### src/rtl/btn_pair_conditioner.sv
// Two-channel button front end: 2-flop sync, per-channel debounce FSM, then a pairing
// stage that merges presses landing within COIN_WIN cycles into one a=b=1 command pulse.
module btn_pair_conditioner #(
  parameter int DB_CYCLES  = 16,
  parameter int CNT_W      = 20,
  parameter int COIN_WIN   = 3,
  parameter int PULSE_MODE = 1
) (
  input  logic clk,
  input  logic rst_n,
  input  logic btn_a_raw,
  input  logic btn_b_raw,
  output logic a,
  output logic b,
  output logic a_db,
  output logic b_db
);

  typedef enum logic [1:0] {IDLE_LO, WAIT_HI, IDLE_HI, WAIT_LO} db_state_e;
  typedef enum logic [1:0] {P_IDLE, P_HOLD_A, P_HOLD_B} pair_state_e;

  localparam int TW = $clog2(COIN_WIN + 2);

  logic [1:0] raw;
  logic [1:0] sync1_q, sync2_q;
  logic [1:0] db_q, db_d;
  logic [1:0] ev_q;

  assign raw = {btn_b_raw, btn_a_raw};

  always_ff @(posedge clk or negedge rst_n) begin
    if (!rst_n) begin
      sync1_q <= '0;
      sync2_q <= '0;
      db_q    <= '0;
      ev_q    <= '0;
    end else begin
      sync1_q <= raw;
      sync2_q <= sync1_q;
      db_q    <= db_d;
      ev_q    <= db_d & ~db_q;  // press = accepted 0->1 transition only
    end
  end

  genvar gi;
  generate
    for (gi = 0; gi < 2; gi++) begin : g_db
      db_state_e        st_q, st_d;
      logic [CNT_W-1:0] cnt_q, cnt_d;
      logic             lvl_d;

      always_ff @(posedge clk or negedge rst_n) begin
        if (!rst_n) begin
          st_q  <= IDLE_LO;
          cnt_q <= '0;
        end else begin
          st_q  <= st_d;
          cnt_q <= cnt_d;
        end
      end

      // A full stability run is accepted even if the synced level flips on the accept edge.
      always_comb begin
        st_d  = st_q;
        cnt_d = cnt_q;
        lvl_d = db_q[gi];
        case (st_q)
          IDLE_LO: begin
            if (sync2_q[gi]) begin
              st_d  = WAIT_HI;
              cnt_d = CNT_W'(1);
            end
          end
          WAIT_HI: begin
            if (cnt_q == CNT_W'(DB_CYCLES)) begin
              st_d  = IDLE_HI;
              cnt_d = '0;
              lvl_d = 1'b1;
            end else if (!sync2_q[gi]) begin
              st_d  = IDLE_LO;
              cnt_d = '0;
            end else begin
              cnt_d = cnt_q + 1'b1;
            end
          end
          IDLE_HI: begin
            if (!sync2_q[gi]) begin
              st_d  = WAIT_LO;
              cnt_d = CNT_W'(1);
            end
          end
          WAIT_LO: begin
            if (cnt_q == CNT_W'(DB_CYCLES)) begin
              st_d  = IDLE_LO;
              cnt_d = '0;
              lvl_d = 1'b0;
            end else if (sync2_q[gi]) begin
              st_d  = IDLE_HI;
              cnt_d = '0;
            end else begin
              cnt_d = cnt_q + 1'b1;
            end
          end
          default: begin
            st_d  = IDLE_LO;
            cnt_d = '0;
          end
        endcase
      end

      assign db_d[gi] = lvl_d;
    end
  endgenerate

  pair_state_e p_q, p_d;
  logic [TW-1:0] tmr_q, tmr_d;
  logic a_q, a_d, b_q, b_d;

  always_ff @(posedge clk or negedge rst_n) begin
    if (!rst_n) begin
      p_q   <= P_IDLE;
      tmr_q <= '0;
      a_q   <= 1'b0;
      b_q   <= 1'b0;
    end else begin
      p_q   <= p_d;
      tmr_q <= tmr_d;
      a_q   <= a_d;
      b_q   <= b_d;
    end
  end

  // tmr_q holds cycles elapsed since the held event; the hold expires when it reaches COIN_WIN-1.
  always_comb begin
    p_d   = p_q;
    tmr_d = tmr_q;
    a_d   = 1'b0;
    b_d   = 1'b0;
    if (PULSE_MODE == 0) begin
      p_d   = P_IDLE;
      tmr_d = '0;
      a_d   = db_d[0];
      b_d   = db_d[1];
    end else if (COIN_WIN == 0) begin
      p_d   = P_IDLE;
      tmr_d = '0;
      a_d   = ev_q[0];
      b_d   = ev_q[1];
    end else begin
      case (p_q)
        P_IDLE: begin
          if (ev_q == 2'b11) begin
            a_d = 1'b1;
            b_d = 1'b1;
          end else if (ev_q[0]) begin
            if (COIN_WIN == 1) a_d = 1'b1;
            else begin
              p_d   = P_HOLD_A;
              tmr_d = TW'(1);
            end
          end else if (ev_q[1]) begin
            if (COIN_WIN == 1) b_d = 1'b1;
            else begin
              p_d   = P_HOLD_B;
              tmr_d = TW'(1);
            end
          end
        end
        P_HOLD_A: begin
          tmr_d = tmr_q + 1'b1;
          if (ev_q[1]) begin
            a_d = 1'b1;
            b_d = 1'b1;
            if (ev_q[0]) tmr_d = TW'(1);
            else begin
              p_d   = P_IDLE;
              tmr_d = '0;
            end
          end else if (ev_q[0]) begin
            a_d   = 1'b1;
            tmr_d = TW'(1);
          end else if (tmr_q == TW'(COIN_WIN - 1)) begin
            a_d   = 1'b1;
            p_d   = P_IDLE;
            tmr_d = '0;
          end
        end
        P_HOLD_B: begin
          tmr_d = tmr_q + 1'b1;
          if (ev_q[0]) begin
            a_d = 1'b1;
            b_d = 1'b1;
            if (ev_q[1]) tmr_d = TW'(1);
            else begin
              p_d   = P_IDLE;
              tmr_d = '0;
            end
          end else if (ev_q[1]) begin
            b_d   = 1'b1;
            tmr_d = TW'(1);
          end else if (tmr_q == TW'(COIN_WIN - 1)) begin
            b_d   = 1'b1;
            p_d   = P_IDLE;
            tmr_d = '0;
          end
        end
        default: begin
          p_d   = P_IDLE;
          tmr_d = '0;
        end
      endcase
    end
  end

  assign a    = a_q;
  assign b    = b_q;
  assign a_db = db_q[0];
  assign b_db = db_q[1];

endmodule
### config.mk
export PLATFORM = sky130hd
export DESIGN_NAME = btn_pair_conditioner
export DESIGN_NICKNAME = d
export VERILOG_FILES = /design/src/rtl/btn_pair_conditioner.sv
export SDC_FILE = /design/constraint.sdc
export NUM_CORES = 1
export LEC_CHECK = 0
export CORE_ASPECT_RATIO = 1.25
export CORE_MARGIN = 2
export CORE_UTILIZATION = 35
export CTS_CLUSTER_SIZE = 10
export DETAILED_ROUTE_END_ITERATION = 8
export DONT_BUFFER_PORTS = 1
export GPL_ROUTABILITY_DRIVEN = 0
export GPL_TIMING_DRIVEN = 1
export SLEW_MARGIN = 30
export SYNTH_ARGS = -nofsm -noshare
export SYNTH_HDL_FRONTEND = slang
export SYNTH_SLANG_ARGS = --single-unit
### constraint.sdc
create_clock -name clk -period 2.3 [get_ports clk]
set_input_delay 0.345 -clock clk [delete_from_list [all_inputs] [get_ports clk]]
set_output_delay 0.345 -clock clk [all_outputs]
set_load 0.005 [all_outputs]
After elaboration in Yosys (flattened, before gate mapping)
Cells that the tools add are included.
Storage, ports and cells
  word-level logic and storage cells: 116
  output and inout port bits: 4
  bits in registers: 59
  bits of input ports: 4
Cells by class
  reduce and logical (&&, ||, !) cells: 9
  mux-type cells: 66
  bitwise logic cells: 2
  add/subtract/negate cells: 3
  equality and inequality tests: 24
Operators with widths (number)
  $mux W20: 12
  $pmux W20 S4: 2
  $mux W2: 22
  $add A20 B1 Y20 const B: 2
  $eq A20 B5 Y1 const B: 2
  $mux W3: 8
  $pmux W2 S4: 2
  $ne A3 B3 Y1 const B: 5
  $mux W1: 14
  $ne A2 B2 Y1 const B: 7
  $eq A2 B2 Y1 const B: 6
  $reduce_and A4 Y1: 3
  $pmux W3 S3: 1
  $eq A2 B1 Y1 const B: 3
  $logic_not A2 Y1: 3
  $pmux W1 S3: 2
  $pmux W2 S3: 1
  $reduce_and A2 Y1: 3
  $pmux W1 S2: 2
  $add A3 B1 Y3 const B: 1
  $eq A3 B2 Y1 const B: 1
  $and A2 B2 Y2: 1
  $not A2 Y2: 1

Depth between registers and ports, before layout
  depth after elaboration: 5
  mapped depth: 8
  depth with buffers taken out: 7

Least setup slack after synthesis
Ideal clock, no wire load.
  kind: register to register
  start: register g_db[1].cnt_q[13]
  end: register g_db[1].cnt_q[5]
  arrival: 1.549 ns
  library setup time: 0.118 ns
  stages on the path, launching flop included: 7
  period minus slack after synthesis: 1.668 ns
  slack: 0.632 ns
  buffers on the path: 2
  required time: 2.182 ns
  cell sequence: dfrtp_1 buf_2 or4_1 o21ai_2 buf_6 o22ai_1 a21o_1
On the way
  word-level cells in the longest chain between the ends: 3
  elaborated cells on any way between the ends: 4
  those cells by class: 1 x eq/ne; 3 x mux
RTL lines
  from (decl): line 49  | logic [CNT_W-1:0] cnt_q, cnt_d;
  from (signal assigned): line 58  | cnt_q <= cnt_d;
  $eq A20 B5 Y1 (*): line 75, 93
  $mux W20 (on tied branches): line 93, 75
  $pmux W20 S4 (*): line 67  | case (st_q)
Every way passes the cells marked *; elsewhere a longest branch is shown, timed or not.
A chain may end at the register's enable or synchronous reset.

Worst setup path after layout
  start: register g_db[1].cnt_q[10]
  end: register g_db[1].cnt_q[5]
Same word-level chain as after synthesis.

==> flow_summary.json <==
{
  "critical-path-top-delay-family": "compound AO/OA/AOI/OAI gates",
  "worstSetupPathDepth": 5,
  "htreeDepth": 3,
  "core_sq_um": 9130,
  "placed_cell_area_sq_um": 3410,
  "drt-met1-wl_um": 3270,
  "antenna_found_initial": 0,
  "synthesis.nets": 378,
  "clk_pin_slew_ps": 50,
  "slew_viol_final": 0,
  "fmax_mhz": 488,
  "grt.overflow.total": 0,
  "yosys_most_used_dff": "dfrtp_1",
  "crit_path_max_incr_delay_ps": 530,
  "hold_viol_final": 0,
  "diodes": 0,
  "grt_pass1_wl_um": 12500,
  "synth_edf_count": 0,
  "die_w_um": 90.4,
  "wirelength_um": 7120,
  "num_vias": 2695,
  "cts_tree": "built",
  "drv_cap": 0,
  "powerDensity_nw_per_um2": 704,
  "rsz0062_at_grt": "false",
  "drive_gt1_share_pct": 10.8,
  "finClkSkew_ps": 8.04,
  "hold_class": "input port to flip-flop",
  "post-dp-hpwl_um": 4790,
  "final_area_sq_um": 3760,
  "nets": 384,
  "antenna_left": 0,
  "end_kind": "flip-flop",
  "synth_warnings": 0,
  "drt_pass1_iterations": 4,
  "syn_avg_cell_area_sq_um": 8.84,
  "critPathKind": "flip-flop to flip-flop",
  "cts.path.max_buffers": 2,
  "relSlewSlack_pct": 58.8,
  "num_io_pins": 8,
  "route.met2.wl_um": 3430,
  "setup_viol": 0,
  "track_usage_pct": 15.1,
  "met3_length_um": 301,
  "dieArea_sq_um": 10100,
  "cp_max_fo": 11,
  "grt_max_degree": 60,
  "final_common_cell": "dfrtp_1",
  "whs_path_depth": 0,
  "outcome": "finished clean",
  "rows": 39,
  "syn_inst": 370,
  "crit_slowest_cell": "nor4_1",
  "p_leak_nw": 1.58,
  "mostFrequentLayoutCells": "59 x dfrtp_1, 40 x nand2_1, 31 x o21ai_0",
  "cts_buffers": 9,
  "initial_core_util_pct": 35.8,
  "wl_per_cell_um": 14.2,
  "fin_crit_ps": 2050,
  "ff2ff_path_depth": 5,
  "arrival_ps": 2270,
  "drc": 0,
  "synth.yosys.seq_area_share_pct": 45.2,
  "vias_per_cell": 5.36,
  "topRoutingLayerUsed": "met4",
  "clkSinkCount": 59,
  "cts_root_buf": "clkbuf_16",
  "drt-initial-drc-count": 107,
  "cts_resized": 0,
  "fillerInstances": 899,
  "die_y_um": 112,
  "worstSkewPairLatency_ps": 320,
  "postCtsSetupBuffers": 0,
  "ys_types": 47,
  "async_flop_share_pct": 100,
  "synthesis.area_sq_um": 3270,
  "fin_tns_setup_ps": 0,
  "synth-seq-cells": 59,
  "critPathLaunchType": "flip-flop",
  "tightest_slew_ps": 612,
  "crit_buf_inv": 0,
  "worstPathCellList": "nor4_1 > nand4_1 > o21ai_2 > o22ai_1 > a21o_1",
  "min_period_over_period_pct": 89.2,
  "critPathRequiredTime_ps": 2520,
  "grt_pass1_vias": 2567,
  "syn_to_final_growth_pct": 15.0,
  "ir_worst_vdd_v": 0.000507,
  "port_buffers": 0
}
[metrics by stage]
stage / hold WS [ps] / total power [mW] / instances / utilization, % / worst slack (ps)
floorplan: 49.4 / 1.18 / 370 / - / 632
global placement: 52.6 / 1.21 / 486 / 37.3 / 331
detailed placement: 52.9 / 1.21 / 486 / 37.3 / 261
CTS: 34.8 / 2.68 / 503 / 41.2 / 235
global route: 30.4 / 2.75 / 503 / 41.2 / 72.0
finish: 47.4 / 2.65 / 503 / 41.2 / 249
[state kept, by name, indices dropped and copies added, names as in the netlist]
name and flops:
a 1, b 1, db_q 2, sync2_q 2, tmr_q 3, g_db.cnt_q 40
p_q 2, g_db.st_q 4, sync1_q 2, ev_q 2
[layout make-up]
cell class | instances | area, sq um | area share, %
clock inverter | 5 | 77.6 | 2.06
sequential | 59 | 1480 | 39.3
inverter | 23 | 86.3 | 2.30
tap | 123 | 154 | 4.09
multi-input combinational | 272 | 1620 | 43.1
clock buffer | 10 | 239 | 6.35
timing repair buffer | 11 | 105 | 2.79
[where the power goes]
group | leakage [nW] | internal (mW) | switching [mW]
clock | 0.154 | 0.966 | 0.459
sequential | 0.804 | 1.06 | 0.0215
combinational | 0.619 | 0.0544 | 0.0902
[worst register-to-register path, stage by stage (launching register included)]
cell     delay, ps
dfrtp_1        450
nor4_1         530
nand4_1        200
o21ai_2        420
o22ai_1        160
a21o_1         190
[final timing paths]
path | from | to | slack, ps
worst max-delay path | g_db[1].cnt_q[10] | g_db[1].cnt_q[5] | 250
worst min-delay path | btn_a_raw | sync1_q[0] | 50
worst max register to register | g_db[1].cnt_q[10] | g_db[1].cnt_q[5] | 250
worst min register to register | sync1_q[1] | sync2_q[1] | 350
max in group asynchronous | rst_n | g_db[0].cnt_q[8] | 1470
min in group asynchronous | rst_n | g_db[0].cnt_q[10] | 570
[cells by family (layout without fill, tap and decap cells)]
logic type               Yosys count  in the layout  share of synthesized area, %
buffers and inverters             39             49                          5.20
flip-flops                        59             59                          45.2
AO/OA/AOI/OAI                     87             87                          16.0
multiplexers                       2              2                         0.612
XOR/XNOR                          12             12                          3.67
adder cells (fa/ha/maj)            4              4                          1.53
AND/OR/NAND/NOR                  167            167                          27.9
[cell usage after synthesis, types with 4 or more instances]
master	count	area, sq um
a21oi_1	22	110
nor2_1	22	82.6
nor4_1	12	75.1
nor3b_1	7	52.6
ha_1	4	50.1
nand3_1	27	135
clkbuf_1	7	26.3
buf_2	5	25.0
dfrtp_1	59	1480
and3_1	5	31.3
o22ai_1	5	31.3
inv_1	23	86.3
or3_1	10	62.6
xnor2_1	5	43.8
a31oi_1	5	31.3
nor3_1	13	65.1
nand4_1	9	56.3
a211oi_1	4	30.0
o21ai_0	31	155
nand2_1	40	150
xor2_1	5	43.8
and4_1	7	61.3
a21o_1	8	60.1
[routing by layer]
layer  GRT usage [%]  vias to the layer above
li1                -                     1351
met4            4.82                        0
met3            3.96                       16
met2            24.9                       53
met1            19.6                     1275
met5               0                        -
[repair_timing]
item / in CTS / in global routing
hold endpoints to repair: 59 / 0
setup endpoints to repair: 0 / 0
hold buffers: 2 / 0
Power figures use the tool's default switching activity.
